**config.mk**
```make
export PLATFORM = sky130hd
export DESIGN_NAME = regfile_write_arbiter
export DESIGN_NICKNAME = d
export VERILOG_FILES = /design/src/rtl/regfile_write_arbiter.sv
export SDC_FILE = /design/constraint.sdc
export NUM_CORES = 1
export LEC_CHECK = 0
export BUFFER_PORTS_ARGS = -buffer_cell sky130_fd_sc_hd__buf_2
export CORE_MARGIN = 2
export CORE_UTILIZATION = 45
export DETAILED_ROUTE_END_ITERATION = 12
export HOLD_SLACK_MARGIN = 0.1
export PLACE_DENSITY = 0.84
export SKIP_LAST_GASP = 1
export SYNTH_ARGS = -nofsm -noshare
export SYNTH_HDL_FRONTEND = slang
export SYNTH_SLANG_ARGS = --single-unit
export TNS_END_PERCENT = 1
```
**constraint.sdc**
```tcl
create_clock -name CLOCK -period 1.7 [get_ports CLOCK]
set_input_delay 0.085 -clock CLOCK [delete_from_list [all_inputs] [get_ports CLOCK]]
set_output_delay 0.085 -clock CLOCK [all_outputs]
set_load 0.02 [all_outputs]
```
**src/rtl/regfile_write_arbiter.sv**
```systemverilog
// rtl/regfile_write_arbiter.sv - round-robin arbiter for the register file write port
//
// Shares the single register file write port between the ALU writeback path
// (requester 0) and the load writeback path (requester 1). The winning request
// is registered onto the write port; the register file commits it one edge later.
// Writes to register 31 complete the handshake but never raise regWrite.
//
// Ports:
//   CLOCK, RESET_N              clock, synchronous active-low reset
//   hold                        stall; no grant while high
//   req0Valid/Address/Data      ALU writeback request
//   req0Ready                   combinational grant to requester 0
//   req1Valid/Address/Data      load writeback request
//   req1Ready                   combinational grant to requester 1
//   regWrite                    registered write enable
//   writeAddress, writeData     registered write address and data
//   conflictCount               saturating count of contested, non-held cycles
module regfile_write_arbiter #(
   parameter int DATA_WIDTH     = 64,
   parameter int ADDR_WIDTH     = 5,
   parameter int CONFLICT_WIDTH = 8
) (
   input  logic                      CLOCK,
   input  logic                      RESET_N,
   input  logic                      hold,
   input  logic                      req0Valid,
   input  logic [ADDR_WIDTH-1:0]     req0Address,
   input  logic [DATA_WIDTH-1:0]     req0Data,
   output logic                      req0Ready,
   input  logic                      req1Valid,
   input  logic [ADDR_WIDTH-1:0]     req1Address,
   input  logic [DATA_WIDTH-1:0]     req1Data,
   output logic                      req1Ready,
   output logic                      regWrite,
   output logic [ADDR_WIDTH-1:0]     writeAddress,
   output logic [DATA_WIDTH-1:0]     writeData,
   output logic [CONFLICT_WIDTH-1:0] conflictCount
);

   localparam logic [ADDR_WIDTH-1:0]     ZERO_REG  = ADDR_WIDTH'(31);
   localparam logic [CONFLICT_WIDTH-1:0] COUNT_MAX = '1;

   // 0: requester 0 wins a tie, 1: requester 1 wins a tie
   logic prio;
   logic xfer0;
   logic xfer1;
   logic contested;

   // Grants are one-hot or zero; a lone valid requester always wins,
   // prio only matters when both are asking.
   always_comb begin
      req0Ready = 1'b0;
      req1Ready = 1'b0;
      if (RESET_N && !hold) begin
         if (req0Valid && req1Valid) begin
            req0Ready = !prio;
            req1Ready = prio;
         end else begin
            req0Ready = req0Valid;
            req1Ready = req1Valid;
         end
      end
   end

   assign xfer0     = req0Valid && req0Ready;
   assign xfer1     = req1Valid && req1Ready;
   assign contested = req0Valid && req1Valid && !hold;

   always_ff @(posedge CLOCK) begin
      if (!RESET_N) begin
         prio          <= 1'b0;
         regWrite      <= 1'b0;
         writeAddress  <= '0;
         writeData     <= '0;
         conflictCount <= '0;
      end else begin
         regWrite <= 1'b0;
         if (xfer0) begin
            writeAddress <= req0Address;
            writeData    <= req0Data;
            regWrite     <= (req0Address != ZERO_REG);
            prio         <= 1'b1;
         end else if (xfer1) begin
            writeAddress <= req1Address;
            writeData    <= req1Data;
            regWrite     <= (req1Address != ZERO_REG);
            prio         <= 1'b0;
         end
         if (contested && (conflictCount != COUNT_MAX)) begin
            conflictCount <= conflictCount + 1'b1;
         end
      end
   end

endmodule

```
==> results of run 1 <==
[logic make-up after synthesis]
group	synth area share [%]
compound gates	41.1
simple gates	10.8
flops	38.3
buf+inv	7.66
xor+xnor	0.848
mux	0.969
fa+ha+maj	0.303
[synth_stat cells, drive strengths merged]
cell type   n  share of area (%)
a21oi       1               0.12
nor2b       3               0.58
xnor2       4               0.85
o31ai       1               0.18
o211a       1               0.24
and3        2               0.42
clkbuf     12                1.1
dfxtp      79                 38
nand3       4               0.61
inv         2               0.24
and2        4               0.61
buf        19                6.3
ha          1               0.30
nor2        1              0.091
o211ai      4               0.97
nand2b      4               0.61
a22oi      68                 21
nand4       1               0.15
nand2      78                7.1
o21ai       4               0.48
a21boi     68                 19
mux2i       4               0.97
nor3        1               0.24
nand3b      1               0.18
and3b       1               0.21
[through the flow]
stage / std cells / hold WS [ps]
after detailed placement: 675 / 360
after floorplan: 368 / 254
after global placement: 675 / 351
==> results.yml, run 1 <==
floorplanning:
  num_io_pins: 223
  fp.dieW_um: 99.8
  initial_core_util_pct: 46.9
  fp.dieH_um: 99.8
  row_count: 34
placed_design:
  io_buffer_count: 222
  routability_congestion_estimate: 0.822
  placed_cell_area_sq_um: 5200
  detailedPlacementHpwl_um: 7830
  dpl_worst_slack_ps: 322
clocking:
  post_cts_hold_buffer_count: 139
  post_cts_gate_resize_count: 0
  numCtsBuffers: 9
  postCtsSetupRepairBufs: 0
  number_of_sinks_handled_by_clock_tree_synthesis: 79
  maximum_clock_insertion_buffer_count: 2
  cts_root_buffer: "sky130_fd_sc_hd__clkbuf_8"
  cts_htree_levels: 3
yosys:
  mappedNetlistArea_sq_um: 4130
  yosysUniqueCellTypes: 34
  yosysWarnings: 0
  synth-seq-cells: 79
  syn-instance-count: 368
  syn_area_per_cell_sq_um: 11.2
  postSynthNetCount: 512
  synth_sequential_area_ratio_pct: 38.3
run_status:
  status: "did not finish"
  lastStage: "4_1_cts"
  run.stop_error: "[ERROR RSZ-0060] Max buffer count reached."
==> inputs of run 2 (changes only) <==
- CORE_UTILIZATION: 45 -> 35
- HOLD_SLACK_MARGIN: 0.1 -> not set
- PLACE_DENSITY: 0.84 -> not set
- PLACE_DENSITY_LB_ADDON: not set -> 0.15
==> results.yml, run 2 <==
yosys:
  syn_area_per_cell_sq_um: 11.2
  postSynthNetCount: 512
  async_set_or_reset_register_ratio_after_synthesis_pct: 0
  synth_sequential_area_ratio_pct: 38.3
  synth_commonest_cells: "79 x sky130_fd_sc_hd__dfxtp_1, 78 x sky130_fd_sc_hd__nand2_1, 68 x sky130_fd_sc_hd__a21boi_2, 68 x sky130_fd_sc_hd__a22oi_2, 12 x sky130_fd_sc_hd__clkbuf_1"
  syn-instance-count: 368
  synth.largest_area_cell: "sky130_fd_sc_hd__dfxtp_1"
  yosysUniqueCellTypes: 34
  synthDominantCellAreaShare_pct: 38.3
  post_synth_edffs: 0
  synth_most_common_cell: "sky130_fd_sc_hd__dfxtp_1"
  synth_top_cells_by_area: "sky130_fd_sc_hd__dfxtp_1 38%, sky130_fd_sc_hd__a22oi_2 21%, sky130_fd_sc_hd__a21boi_2 19%"
  mappedNetlistArea_sq_um: 4130
  yosysWarnings: 0
  synth-seq-cells: 79
  synthFlopType: "sky130_fd_sc_hd__dfxtp_1"
worst_setup_path:
  rrSetupSlack_ps: 230
  worst-endpoint-arrival_ps: 1510
  rr_worst_depth: 6
  setup.worst_path.class: "flip-flop to primary output"
  crit_start: "prio$_SDFFE_PN0P_"
  crit-reg2reg-capture: "writeData[59]$_SDFFE_PN0P_"
  worst_setup_path_end_kind: "primary output"
  start_kind: "flip-flop"
  worst_ep_required_time_ps: 1620
  destination_of_the_critical_timing_path: "req0Ready"
  critical_path.max_fanout: 25
  rr_startpoint: "prio$_SDFFE_PN0P_"
layout:
  relative_area_change_from_synthesis_to_final_layout_pct: 34.8
  top_regs: "writeData: 64 flops, conflictCount: 8 flops, writeAddress: 5 flops"
  number_of_standard_cells_in_the_layout_taps_in_and_fillers_out: 732
  mostFrequentLayoutCells: "222 x sky130_fd_sc_hd__buf_2, 79 x sky130_fd_sc_hd__dfxtp_1, 78 x sky130_fd_sc_hd__nand2_1, 68 x sky130_fd_sc_hd__a22oi_2, 68 x sky130_fd_sc_hd__a21boi_2"
  number_of_antenna_cells_inserted: 0
  largest_reg_flops: 64
  fillers: 1089
  layout.cells.most_common: "sky130_fd_sc_hd__buf_2"
  fin_util_pct: 48.5
  top_register: "writeData"
  layout.nets: 728
  post_route_cells_drive_above_1_share_pct: 66.4
grt:
  wire_length_of_the_first_global_routing_pass_um: 17000
  first_global_vias: 3482
  antenna_found_initial: 0
  track_usage_pct: 16.8
  largest_net_degree_at_the_start_of_global_routing: 80
  sum_of_overflow_across_all_layers_after_global_routing: 0
timing:
  timing.final.max_slew_violations: 0
  setup_violations_final: 0
  fin_clk_skew_ps: 3.86
  grt_setup_unrepaired: "false"
  finalHoldViolations: 0
  tightest_slew_ps: 668
  post-route-min-period_ps: 1600
  final_critical_path_setup_slack_ps: 103
  slew-limit-headroom_pct: 55.5
  fin_setup_tns_ps: 0
  final_min_period_over_clock_period_pct: 93.9
  max_clock_freq_ghz: 0.626
placed_design:
  place_inst: 711
  routability_congestion_estimate: 0.776
  dpl_worst_slack_ps: 308
  detailedPlacementHpwl_um: 7850
  io_buffer_count: 222
clocking:
  cts_root_buffer: "sky130_fd_sc_hd__clkbuf_16"
  numCtsBuffers: 9
  tritoncts: "done"
  cts_htree_levels: 3
  clock_pin_transition_on_the_worst_setup_and_hold_timing_paths_ps: 60
  maximum_clock_insertion_buffer_count: 2
  number_of_sinks_handled_by_clock_tree_synthesis: 79
  insertion_delay_ps: 340
power:
  power.ir.vdd_worst_mv: 0.678
  cellPowerDensity_nw_per_um2: 819
  leakagePower_nw: 2.34
run:
  cap_viol_max_count: 0
drt:
  drtIter0Drc: 158
  total_routed_length_um: 10600
  num_vias: 3528
  antenna_left: 0
  detail_route.wl_per_cell_um: 14.4
  viasPerCell: 4.82
  drc: 0
  drt_pass1_iterations: 4
floorplanning:
  initial_core_util_pct: 36.0
  floorplan_core_area_sq_um: 11500
  fp.dieW_um: 113
  fp.dieArea_sq_um: 12700
  fp.dieH_um: 113
  num_io_pins: 223
  row_count: 39
run_status:
  status: "complete, no violations"
worst_hold_path:
  hp-class: "input pin to flip-flop"
-- run 2: repair_timing --
action,in CTS,in global routing
gates resized for setup,0,1
endpoints found under the hold margin,4,0
setup endpoints to repair,1,1
hold buffers,4,0
setup buffers,1,0
-- run 2: critical path, cell delays in order (launching register included) --
cell and delay (ps):
sky130_fd_sc_hd__dfxtp_1 330, sky130_fd_sc_hd__nand2_1 80, sky130_fd_sc_hd__nand3_2 130, sky130_fd_sc_hd__inv_6 200, sky130_fd_sc_hd__buf_12 230, sky130_fd_sc_hd__buf_2 190
-- run 2: through the flow --
step / hold slack, ps / instance area [sq um] / power (W)
finish: 16.2 / 5570 / 0.00456
global route: 14.5 / 5570 / 0.00478
CTS: 0.474 / 5560 / 0.00464
detailed placement: 358 / 5240 / 0.00281
global placement: 354 / 5240 / 0.00280
floorplan: 254 / 4130 / 0.00248
-- run 2: how the worst min path moves through the flow --
| stage | startpoint | end | cells past startpoint |
|---|---|---|---|
| 2_1_floorplan | req1Address[0] | regWrite$_SDFF_PN0_ | 3 |
| 3_3_place_gp | req1Data[17] | writeData[17]$_SDFFE_PN0P_ | 3 |
| 3_5_place_dp | req1Data[62] | writeData[62]$_SDFFE_PN0P_ | 3 |
| 4_1_cts | req1Data[15] | writeData[15]$_SDFFE_PN0P_ | 3 |
| 5_1_grt | req1Data[44] | writeData[44]$_SDFFE_PN0P_ | 3 |
| 6_report | req1Data[15] | writeData[15]$_SDFFE_PN0P_ | 3 |
-- run 2: per-layer routing --
| layer | vias to the layer above | track usage [%] | routed length [um] |
|---|---|---|---|
| li1 | 1753 | - | - |
| met1 | 1640 | 19.5 | 4270 |
| met2 | 124 | 28.5 | 5310 |
| met3 | 11 | 6.10 | 808 |
| met4 | 0 | 5.61 | 179 |
| met5 | - | 0 | 0 |
-- run 2: layout make-up --
| cell class | instances | area, sq um | share of cell area [%] |
|---|---|---|---|
| Tap cell | 143 | 179 | 3.21 |
| Clock inverter | 4 | 20.0 | 0.360 |
| Timing Repair Buffer | 236 | 1280 | 22.9 |
| Clock buffer | 12 | 256 | 4.61 |
| Sequential cell | 79 | 1580 | 28.4 |
| Multi-Input combinational cell | 256 | 2240 | 40.3 |
| Inverter | 2 | 12.5 | 0.225 |
-- run 2: cell families (layout without fill, tap and decap cells) --
| family | Yosys count | count (layout) | share of synthesized area, % |
|---|---|---|---|
| muxes | 4 | 4 | 0.969 |
| buffers and inverters | 33 | 254 | 7.66 |
| xor gates and xnor gates | 4 | 4 | 0.848 |
| and+or+nand+nor | 100 | 100 | 10.8 |
| DFF | 79 | 79 | 38.3 |
| AOI/OAI and AO/OA | 147 | 147 | 41.1 |
| adders and majority gates | 1 | 1 | 0.303 |
-- run 2: where the power goes --
part	total, W	internal [W]	leakage, nW	switching, W
Clock	0.00179	0.00106	0.142	0.000732
Combinational	0.000791	0.000362	1.55	0.000428
Sequential	0.00198	0.00194	0.644	0.0000400
Total	0.00456	0.00336	2.34	0.00120
(Power assumes the default switching activity.)
==> inputs of run 3 (changes only) <==
- SETUP_SLACK_MARGIN: not set -> 0.3
==> results.yml, run 3 (synthesis results as in run 2) <==
run_status:
  status: "complete, no violations"
timing:
  setup_violations_final: 0
  tightest_slew_ps: 454
  post-route-min-period_ps: 1350
  finalHoldViolations: 0
  fin_setup_tns_ps: 0
  fin_clk_skew_ps: 7.96
  timing.final.max_slew_violations: 0
  slew-limit-headroom_pct: 69.6
  final_min_period_over_clock_period_pct: 79.5
  grt_setup_unrepaired: "true"
  max_clock_freq_ghz: 0.740
layout:
  largest_reg_flops: 64
  number_of_antenna_cells_inserted: 0
  fin_util_pct: 50.3
  mostFrequentLayoutCells: "220 x sky130_fd_sc_hd__buf_2, 78 x sky130_fd_sc_hd__nand2_1, 76 x sky130_fd_sc_hd__dfxtp_1, 68 x sky130_fd_sc_hd__a22oi_2, 68 x sky130_fd_sc_hd__a21boi_2"
  top_register: "writeData"
  layout.nets: 733
  top_regs: "writeData: 64 flops, conflictCount: 8 flops, writeAddress: 5 flops"
  layout.cells.most_common: "sky130_fd_sc_hd__buf_2"
  relative_area_change_from_synthesis_to_final_layout_pct: 39.6
  post_route_cells_drive_above_1_share_pct: 68.3
power:
  leakagePower_nw: 2.42
  power.ir.vdd_worst_mv: 0.379
  cellPowerDensity_nw_per_um2: 838
drt:
  drtIter0Drc: 107
  viasPerCell: 4.72
  total_routed_length_um: 10800
  detail_route.wl_per_cell_um: 14.7
  drt_pass1_iterations: 4
  num_vias: 3473
  drc: 0
  antenna_left: 0
worst_setup_path:
  start_kind: "flip-flop"
  rrSetupSlack_ps: 350
  rr_startpoint: "prio$_SDFFE_PN0P_"
  rr_worst_depth: 6
  critical_path.max_fanout: 5
  worst_ep_required_time_ps: 1620
  crit-reg2reg-capture: "writeData[31]$_SDFFE_PN0P_"
  setup.worst_path.class: "flip-flop to primary output"
  worst-endpoint-arrival_ps: 1270
  worst_setup_path_end_kind: "primary output"
clocking:
  cts_root_buffer: "sky130_fd_sc_hd__clkbuf_16"
  insertion_delay_ps: 320
  maximum_clock_insertion_buffer_count: 2
  numCtsBuffers: 9
  number_of_sinks_handled_by_clock_tree_synthesis: 79
  clock_pin_transition_on_the_worst_setup_and_hold_timing_paths_ps: 60
  post_cts_hold_buffer_count: 0
  tritoncts: "done"
  cts_htree_levels: 3
worst_hold_path:
  hold_crit_depth: 3
  min_from: "req1Data[59]"
  hp-class: "input pin to flip-flop"
  worstHoldEndpoint: "writeData[59]$_SDFFE_PN0P_"
placed_design:
  detailedPlacementHpwl_um: 7750
  routability_congestion_estimate: 0.742
  io_buffer_count: 222
grt:
  sum_of_overflow_across_all_layers_after_global_routing: 0
  first_global_vias: 3473
  largest_net_degree_at_the_start_of_global_routing: 37
  wire_length_of_the_first_global_routing_pass_um: 16700
  track_usage_pct: 16.3
  antenna_found_initial: 0
floorplanning:
  num_io_pins: 223
  initial_core_util_pct: 36.0
  floorplan_core_area_sq_um: 11500
  fp.dieArea_sq_um: 12700
  fp.dieW_um: 113
  row_count: 39
  fp.dieH_um: 113
run:
  cap_viol_max_count: 0
## run 3: worst max-delay path: stages, from the launching register on
cell and delay, ps:
sky130_fd_sc_hd__dfxtp_2 320, sky130_fd_sc_hd__nand2b_1 130, sky130_fd_sc_hd__and3_4 200, sky130_fd_sc_hd__buf_12 140, sky130_fd_sc_hd__buf_4 150
## run 3: per-layer routing
layer | track usage, % | routed length [um]
met1 | 19.6 | 4580
met2 | 28.7 | 5500
met3 | 4.05 | 663
met4 | 5.12 | 93
met5 | 0 | 0
## run 3: area by class of cell
type	instances	area, sq um
multi-input combinational	256	2260
clock buffer	11	243
tap	143	179
clock inverter	4	70.1
fill	1090	5700
sequential	79	1590
timing repair buffer	241	1420
inverter	2	10.0
## run 3: how the worst max path moves through the flow
stage | start | endpoint | depth (start not counted)
2_1_floorplan | conflictCount[0]$_SDFFE_PN0P_ | conflictCount[4]$_SDFFE_PN0P_ | 5
3_3_place_gp | prio$_SDFFE_PN0P_ | writeAddress[4]$_SDFFE_PN0P_ | 5
3_5_place_dp | conflictCount[0]$_SDFFE_PN0P_ | conflictCount[1]$_SDFFE_PN0P_ | 5
4_1_cts | prio$_SDFFE_PN0P_ | req1Ready | 4
5_1_grt | prio$_SDFFE_PN0P_ | req1Ready | 4
6_report | prio$_SDFFE_PN0P_ | req1Ready | 4
## run 3: what timing repair did
item | in CTS | in global routing
setup endpoints to repair | 2 | 41
setup buffers | 4 | 2
gates resized for setup | 2 | 8
cloned | 2 | 1
pin swaps | 0 | 1
endpoints found under the hold margin | 0 | 0
## run 3: through the flow
stage / hold slack, ps / instances / power (W) / worst slack, ps / instance area, sq um
final: 24.1 / 736 / 0.00483 / 349 / 5770
after detailed placement: 362 / 712 / 0.00281 / 360 / 5260
after global routing: 23.0 / 736 / 0.00504 / 291 / 5770
after floorplan: 254 / 368 / 0.00248 / 365 / 4130
after CTS: 8.90 / 733 / 0.00492 / 284 / 5690
after global placement: 353 / 712 / 0.00280 / 372 / 5260
## run 3: power by group
part           switching, W  internal (W)  leakage [nW]
sequential        0.0000404       0.00194         0.645
combinational      0.000431      0.000389          1.62
clock              0.000723       0.00131         0.155
